==> config.mk <==
export PLATFORM = sky130hd
export DESIGN_NAME = axi4_wr_burst_master_flat
export DESIGN_NICKNAME = d
export VERILOG_FILES = /design/src/rtl/axi4_wr_burst_master_if.sv /design/src/rtl/axi4_wr_burst_master.sv /design/src/flat_wrapper.sv
export SDC_FILE = /design/constraint.sdc
export NUM_CORES = 1
export LEC_CHECK = 0
export ABC_AREA = 1
export BUFFER_PORTS_ARGS = -buffer_cell sky130_fd_sc_hd__buf_4
export CORE_MARGIN = 3
export CORE_UTILIZATION = 50
export CTS_CLUSTER_DIAMETER = 80
export DETAILED_ROUTE_END_ITERATION = 10
export MAX_ROUTING_LAYER = met4
export PLACE_DENSITY = 0.82
export SLEW_MARGIN = 20
export SYNTH_ARGS = -nofsm -noshare
export SYNTH_HDL_FRONTEND = slang
export SYNTH_SLANG_ARGS = --single-unit
==> constraint.sdc <==
create_clock -name clk -period 4.56 [get_ports clk]
set_input_delay 0 -clock clk [delete_from_list [all_inputs] [get_ports clk]]
set_output_delay 0 -clock clk [all_outputs]
set_load 0.05 [all_outputs]
==> src/rtl/axi4_wr_burst_master_if.sv <==
// axi4_wr_burst_master_if: AXI4 write-port bundle (AW, W, B channels)
interface axi4_wr_burst_master_if #(
  parameter int DWIDTH = 64,
  parameter int AWIDTH = 32,
  parameter int IDWIDTH = 4
);
  logic [IDWIDTH-1:0] awid;
  logic [AWIDTH-1:0] awaddr;
  logic [7:0] awlen;
  logic [2:0] awsize;
  logic [1:0] awburst;
  logic awlock;
  logic [3:0] awcache;
  logic [2:0] awprot;
  logic [3:0] awqos;
  logic awvalid;
  logic awready;
  logic [DWIDTH-1:0] wdata;
  logic [DWIDTH/8-1:0] wstrb;
  logic wlast;
  logic wvalid;
  logic wready;
  logic [IDWIDTH-1:0] bid;
  logic [1:0] bresp;
  logic bvalid;
  logic bready;
  modport master (
    output awid, awaddr, awlen, awsize, awburst, awlock, awcache, awprot, awqos, awvalid,
    output wdata, wstrb, wlast, wvalid, bready,
    input awready, wready, bid, bresp, bvalid
  );
  modport slave (
    input awid, awaddr, awlen, awsize, awburst, awlock, awcache, awprot, awqos, awvalid,
    input wdata, wstrb, wlast, wvalid, bready,
    output awready, wready, bid, bresp, bvalid
  );
endinterface

==> src/rtl/axi4_wr_burst_master.sv <==
// axi4_wr_burst_master: splits a write command into 4 KB-safe AXI4 INCR bursts fed from a stream
module axi4_wr_burst_master #(
  parameter int DWIDTH = 64,
  parameter int AWIDTH = 32,
  parameter int IDWIDTH = 4,
  parameter int MAX_BURST = 16
) (
  input  logic clk,
  input  logic reset,
  input  logic [AWIDTH-1:0] cmd_addr,
  input  logic [15:0] cmd_beats,
  input  logic cmd_valid,
  output logic cmd_ready,
  input  logic [DWIDTH-1:0] s_tdata,
  input  logic s_tvalid,
  output logic s_tready,
  axi4_wr_burst_master_if.master bus,
  output logic busy,
  output logic done,
  output logic err
);
  localparam int SZ = $clog2(DWIDTH / 8);
  typedef enum logic [2:0] {IDLE, ADDR, DATA, RESP, FIN} state_t;
  state_t state, state_n;
  logic [AWIDTH-1:0] addr, addr_n;
  logic [15:0] rem, rem_n;
  logic [8:0] blen, blen_m1;
  logic [7:0] cnt;
  logic cmd_hs, w_hs, b_hs, last, unused;
  function automatic logic [8:0] calc(input logic [AWIDTH-1:0] a, input logic [15:0] r);
    logic [16:0] sp, m;
    sp = 17'((13'h1000 - {1'b0, a[11:0]}) >> SZ);
    m = 17'(r) < sp ? 17'(r) : sp;
    return 9'(m < 17'(MAX_BURST) ? m : 17'(MAX_BURST));
  endfunction
  assign cmd_hs = state == IDLE && cmd_valid;
  assign w_hs = bus.wvalid && bus.wready;
  assign b_hs = state == RESP && bus.bvalid;
  assign blen_m1 = blen - 9'd1;
  assign last = cnt == blen_m1[7:0];
  assign addr_n = addr + (AWIDTH'(blen) << SZ);
  assign rem_n = rem - 16'(blen);
  assign bus.awid = '0;
  assign bus.awaddr = addr;
  assign bus.awlen = blen_m1[7:0];
  assign bus.awsize = 3'(SZ);
  assign bus.awburst = 2'b01;
  assign bus.awlock = 1'b0;
  assign bus.awcache = 4'd0;
  assign bus.awprot = 3'd0;
  assign bus.awqos = 4'd0;
  assign bus.wdata = s_tdata;
  assign bus.wstrb = '1;
  assign unused = ^{bus.bid, blen_m1[8]};
  // state register
  always_ff @(posedge clk) state <= reset ? IDLE : state_n;
  // next state and per-state handshake outputs
  always_comb begin
    state_n = state == IDLE ? (cmd_valid ? (cmd_beats == 16'd0 ? FIN : ADDR) : IDLE)
            : state == ADDR ? (bus.awready ? DATA : ADDR)
            : state == DATA ? (w_hs && last ? RESP : DATA)
            : state == RESP ? (bus.bvalid ? (rem_n == 16'd0 ? FIN : ADDR) : RESP)
            : IDLE;
    cmd_ready = state == IDLE;
    busy = state != IDLE;
    done = state == FIN;
    bus.awvalid = state == ADDR;
    bus.wvalid = state == DATA && s_tvalid;
    s_tready = state == DATA && bus.wready;
    bus.wlast = state == DATA && last;
    bus.bready = state == RESP;
  end
  // command latch, per-burst address/remaining update and beat counter
  always_ff @(posedge clk) begin
    if (reset) begin
      addr <= '0;
      rem <= '0;
      blen <= '0;
      cnt <= '0;
      err <= 1'b0;
    end else begin
      if (cmd_hs) begin
        addr <= cmd_addr;
        rem <= cmd_beats;
        blen <= calc(cmd_addr, cmd_beats);
        err <= 1'b0;
      end
      if (b_hs) begin
        addr <= addr_n;
        rem <= rem_n;
        blen <= calc(addr_n, rem_n);
        err <= err | (bus.bresp != 2'b00);
      end
      cnt <= state != DATA ? 8'd0 : w_hs ? (last ? 8'd0 : cnt + 8'd1) : cnt;
    end
  end
endmodule

==> src/flat_wrapper.sv <==
// flat-port wrapper written by rule: the top's interface ports become plain ports
module axi4_wr_burst_master_flat 
#(
  parameter int DWIDTH = 64,
  parameter int AWIDTH = 32,
  parameter int IDWIDTH = 4,
  parameter int MAX_BURST = 16
)
  (clk, reset, cmd_addr, cmd_beats, cmd_valid, cmd_ready, s_tdata, s_tvalid, s_tready, busy, done, err, bus_awid, bus_awaddr, bus_awlen, bus_awsize, bus_awburst, bus_awlock, bus_awcache, bus_awprot, bus_awqos, bus_awvalid, bus_wdata, bus_wstrb, bus_wlast, bus_wvalid, bus_bready, bus_awready, bus_wready, bus_bid, bus_bresp, bus_bvalid);
  axi4_wr_burst_master_if #(.DWIDTH(DWIDTH), .AWIDTH(AWIDTH), .IDWIDTH(IDWIDTH)) bus_i ();
  input  logic clk;
  input  logic reset;
  input  logic [AWIDTH-1:0] cmd_addr;
  input  logic [15:0] cmd_beats;
  input  logic cmd_valid;
  output logic cmd_ready;
  input  logic [DWIDTH-1:0] s_tdata;
  input  logic s_tvalid;
  output logic s_tready;
  output logic busy;
  output logic done;
  output logic err;
  output wire logic [$bits(bus_i.awid)-1:0] bus_awid;
  output wire logic [$bits(bus_i.awaddr)-1:0] bus_awaddr;
  output wire logic [$bits(bus_i.awlen)-1:0] bus_awlen;
  output wire logic [$bits(bus_i.awsize)-1:0] bus_awsize;
  output wire logic [$bits(bus_i.awburst)-1:0] bus_awburst;
  output wire logic [$bits(bus_i.awlock)-1:0] bus_awlock;
  output wire logic [$bits(bus_i.awcache)-1:0] bus_awcache;
  output wire logic [$bits(bus_i.awprot)-1:0] bus_awprot;
  output wire logic [$bits(bus_i.awqos)-1:0] bus_awqos;
  output wire logic [$bits(bus_i.awvalid)-1:0] bus_awvalid;
  output wire logic [$bits(bus_i.wdata)-1:0] bus_wdata;
  output wire logic [$bits(bus_i.wstrb)-1:0] bus_wstrb;
  output wire logic [$bits(bus_i.wlast)-1:0] bus_wlast;
  output wire logic [$bits(bus_i.wvalid)-1:0] bus_wvalid;
  output wire logic [$bits(bus_i.bready)-1:0] bus_bready;
  input wire logic [$bits(bus_i.awready)-1:0] bus_awready;
  input wire logic [$bits(bus_i.wready)-1:0] bus_wready;
  input wire logic [$bits(bus_i.bid)-1:0] bus_bid;
  input wire logic [$bits(bus_i.bresp)-1:0] bus_bresp;
  input wire logic [$bits(bus_i.bvalid)-1:0] bus_bvalid;
  assign bus_awid = bus_i.awid;
  assign bus_awaddr = bus_i.awaddr;
  assign bus_awlen = bus_i.awlen;
  assign bus_awsize = bus_i.awsize;
  assign bus_awburst = bus_i.awburst;
  assign bus_awlock = bus_i.awlock;
  assign bus_awcache = bus_i.awcache;
  assign bus_awprot = bus_i.awprot;
  assign bus_awqos = bus_i.awqos;
  assign bus_awvalid = bus_i.awvalid;
  assign bus_wdata = bus_i.wdata;
  assign bus_wstrb = bus_i.wstrb;
  assign bus_wlast = bus_i.wlast;
  assign bus_wvalid = bus_i.wvalid;
  assign bus_bready = bus_i.bready;
  assign bus_i.awready = bus_awready;
  assign bus_i.wready = bus_wready;
  assign bus_i.bid = bus_bid;
  assign bus_i.bresp = bus_bresp;
  assign bus_i.bvalid = bus_bvalid;
  axi4_wr_burst_master #(.DWIDTH(DWIDTH), .AWIDTH(AWIDTH), .IDWIDTH(IDWIDTH), .MAX_BURST(MAX_BURST)) u_core (.clk(clk), .reset(reset), .cmd_addr(cmd_addr), .cmd_beats(cmd_beats), .cmd_valid(cmd_valid), .cmd_ready(cmd_ready), .s_tdata(s_tdata), .s_tvalid(s_tvalid), .s_tready(s_tready), .bus(bus_i), .busy(busy), .done(done), .err(err));
endmodule
==> results.py <==
metrics = {
    "routing": {
        "drt_first_pass_iters": 5,
        "ant_nets": 0,
        "drcViolationCount": 0,
        "dr.first_iter.drc_count": 455,
        "wl_per_cell_um": 14.5,
        "drt_wl_total_mm": 19.4,
        "vias_per_cell": 5.24,
        "vias": 6985,
    },
    "finish": {
        "drive_gt1_frac": 0.143,
        "final_cell_mix": "317 x nand2_1, 141 x inv_1, 107 x buf_4",
        "finalNetCount": 1323,
        "antenna_cells": 0,
        "fill_cells": 1166,
        "multi_input_area_sq_um": 3980,
        "seq_area_sq_um": 1380,
        "area_delta_synth_final_pct": 15.6,
        "final_common_cell": "nand2_1",
    },
    "critical_path": {
        "critical_path.slowest_cell": "fa_1",
        "cp_max_fo": 8,
        "path_class": "register to register",
        "cp_top_family": "simple AND/OR/NAND/NOR gates",
        "regToRegSetupSlack_ns": 0.99,
        "worstPathArrival_ns": 3.78,
        "r2r-start": "u_core.blen[0]",
        "critPathBufInv": 0,
        "path_common_cell": "nand2_1",
        "cp-end-kind": "register",
        "rr_worst_depth": 20,
        "cp-start-kind": "register",
        "critical_path_required_ns": 4.77,
        "r2r_end": "u_core.blen[3]",
        "crit_chain": "ha_1 -> fa_1 -> nand3b_1 -> nor2_2 -> nand3_4 -> nor2_4 -> nand2_1 -> nand2_1 -> nand2_1 -> ha_1 -> nand2_1 -> nor2_1 -> a211oi_1 -> nand2_1 -> nand2_1 -> nand3_4 -> nand3_1 -> nand2_2 -> nand2_1 -> a21oi_2",
        "crit_path_max_incr_delay_ns": 0.46,
    },
    "min_path": {
        "worstHoldStart": "s_tdata[18]",
        "min_path_type": "input pin to output port",
        "whs_path_depth": 0,
        "min_to": "bus_wdata[18]",
    },
    "synthesis": {
        "ys_warn_count": 0,
        "avgSynthCellArea_sq_um": 6.13,
        "synth_edf_count": 0,
        "ys_types": 44,
        "synth_top_area_cell": "dfxtp_1",
        "synthArstFlopShare": 0,
        "ys.flop_type": "dfxtp_1",
        "synth.area.top_cells": "dfxtp_1 21%, nand2_1 18%, buf_4 11%",
        "ys_seq_area_frac": 0.208,
        "synth_seq_cells": 69,
        "syn_area_sq_um": 6640,
        "synthCells": 1084,
        "netlist.area_leader.share": 0.208,
    },
    "clocking": {
        "cts_root_buffer": "clkbuf_16",
        "hold_buffers": 46,
        "numCtsBuffers": 9,
        "cts_tree": "yes",
        "cts-htree-levels": 3,
        "clkTransAtPathRegs_ns": 0.06,
        "clk_path_buf_depth": 2,
        "cts_sinks": 69,
        "cts_setup_buffers": 0,
        "worst_skew_pair.late_latency_ns": 0.35,
        "cts_resized": 0,
    },
    "global_route": {
        "grt_max_degree": 57,
        "grt_pass1_wl_mm": 31.4,
        "grt.total_usage": 0.274,
        "grt_overflow": 0,
        "grt_antenna_before_repair": 0,
        "grt_pass1_vias": 6720,
    },
    "timing": {
        "drv_slew": 0,
        "fin_crit_sh": 0.783,
        "finalSetupTns_ns": 0,
        "finalSetupViolations": 0,
        "fin_crit_ns": 3.57,
        "max_slew_margin": 0.442,
        "fin_skew_ns": 0.00501,
        "whs_ns": 0.0000193,
        "hold_viol_final": 0,
        "grt_setup_unrepaired": "false",
        "tightest_slew_ns": 0.836,
        "max_freq_mhz": 280,
    },
    "floorplan": {
        "start_util": 0.518,
        "die-area_sq_um": 14700,
        "coreArea_sq_um": 12800,
        "rows": 41,
        "die_y_um": 121,
        "io_pins": 267,
        "die_w_um": 121,
    },
    "pwr": {
        "vdd_drop_max_mv": 0.187,
        "p_leak_nw": 3.78,
        "p_per_area_nw_per_um2": 272,
    },
    "place": {
        "gp_congestion": 0.936,
        "io_buffers": 105,
        "dpl.hpwl_mm": 14.0,
    },
    "flow_run": {
        "cap_violations": 0,
    },
    "run_status": {
        "status": "finished, final reports clean",
    },
}
worst register-to-register path, stage by stage, from the launching register on:
cell and delay (ns):
dfxtp_1 0.45, ha_1 0.25, fa_1 0.46, nand3b_1 0.25, nor2_2 0.23, nand3_4 0.13, nor2_4 0.11, nand2_1 0.07
nand2_1 0.06, nand2_1 0.07, ha_1 0.29, nand2_1 0.10, nor2_1 0.05, a211oi_1 0.16, nand2_1 0.09, nand2_1 0.15
nand3_4 0.13, nand3_1 0.14, nand2_2 0.09, nand2_1 0.09, a21oi_2 0.05
layout make-up:
type | count | share of cell area
Multi-Input combinational cell | 771 | 0.518
Sequential cell | 69 | 0.180
Timing Repair Buffer | 153 | 0.165
Inverter | 154 | 0.0753
Clock buffer | 13 | 0.0326
Tap cell | 172 | 0.0280
Clock inverter | 2 | 0.00130
report_power, final:
| part | internal, mW | switching, mW | leakage (nW) |
|---|---|---|---|
| clock network | 0.379 | 0.268 | 0.129 |
| registers | 0.632 | 0.0331 | 0.564 |
| logic | 0.257 | 0.519 | 3.09 |
| total | 1.27 | 0.820 | 3.78 |
logic make-up (layout without fill, tap and decap cells):
| kind of cell | after synthesis | count (layout) | share of synthesized area |
|---|---|---|---|
| flip-flops | 69 | 69 | 0.208 |
| XOR/XNOR | 29 | 29 | 0.0394 |
| AO/OA/AOI/OAI | 109 | 109 | 0.0985 |
| buffers and inverters | 271 | 322 | 0.208 |
| other | 2 | 29 | 0.00113 |
| AND/OR/NAND/NOR | 564 | 564 | 0.368 |
| adder cells (fa/ha/maj) | 40 | 40 | 0.0776 |
worst max-delay path by stage:
| stage | start | end | cells past startpoint |
|---|---|---|---|
| 3_5_place_dp | u_core.blen[0] | u_core.blen[3] | 20 |
| 5_1_grt | u_core.blen[0] | u_core.blen[0] | 20 |
| 3_3_place_gp | u_core.blen[0] | u_core.blen[2] | 20 |
| 6_report | u_core.blen[0] | u_core.blen[3] | 20 |
| 2_1_floorplan | u_core.bus.awaddr[3] | u_core.blen[3] | 20 |
| 4_1_cts | u_core.blen[0] | u_core.blen[3] | 20 |
Yosys cell counts (2+ instances only):
cell type,number
nand2_1,317
inv_1,141
buf_4,94
nor2_1,92
nand3_1,78
dfxtp_1,69
a31oi_1,38
ha_1,38
a21oi_1,28
clkbuf_1,20
o21ai_0,20
nor3_1,19
xor2_1,18
nand4_1,17
inv_2,12
nand2_2,11
xnor2_1,10
nor2_2,7
nor4_1,6
a21oi_2,5
a221oi_1,5
o21ai_1,5
nand3b_1,3
nor3_2,3
a211oi_1,2
buf_2,2
conb_1,2
fa_1,2
nand3_4,2
nor2_4,2
o211ai_1,2
or2_1,2
through the flow:
| step | instance area, sq um | total power, mW | std cells | setup slack (ns) | utilization |
|---|---|---|---|---|---|
| after floorplan | 6740 | 1.38 | 1111 | 1.07 | - |
| after detailed placement | 6960 | 1.40 | 1273 | 1.04 | 0.543 |
| after global routing | 7680 | 2.20 | 1334 | 0.626 | 0.599 |
| final | 7680 | 2.09 | 1334 | 0.991 | 0.599 |
| after global placement | 6960 | 1.39 | 1273 | 1.10 | 0.543 |
| after CTS | 7680 | 2.08 | 1334 | 1.01 | 0.599 |
flip-flops by register name, summed over array words and instances, names as in the netlist:
signal and flops:
u_core.blen 9, u_core.rem 16, u_core.state 3, u_core.bus.awaddr 32
u_core.cnt 8, u_core.err 1
layer usage:
metal | wire [um] | share of wire | vias up | GRT usage
met1 | 7800 | 0.40 | 3079 | 0.317
met3 | 1700 | 0.088 | 78 | 0.0606
met2 | 9040 | 0.47 | 346 | 0.448
li1 | - | - | 3482 | -
met4 | 847 | 0.044 | 0 | 0.140
met5 | 0 | 0 | - | -
(Power assumes the default switching activity.)
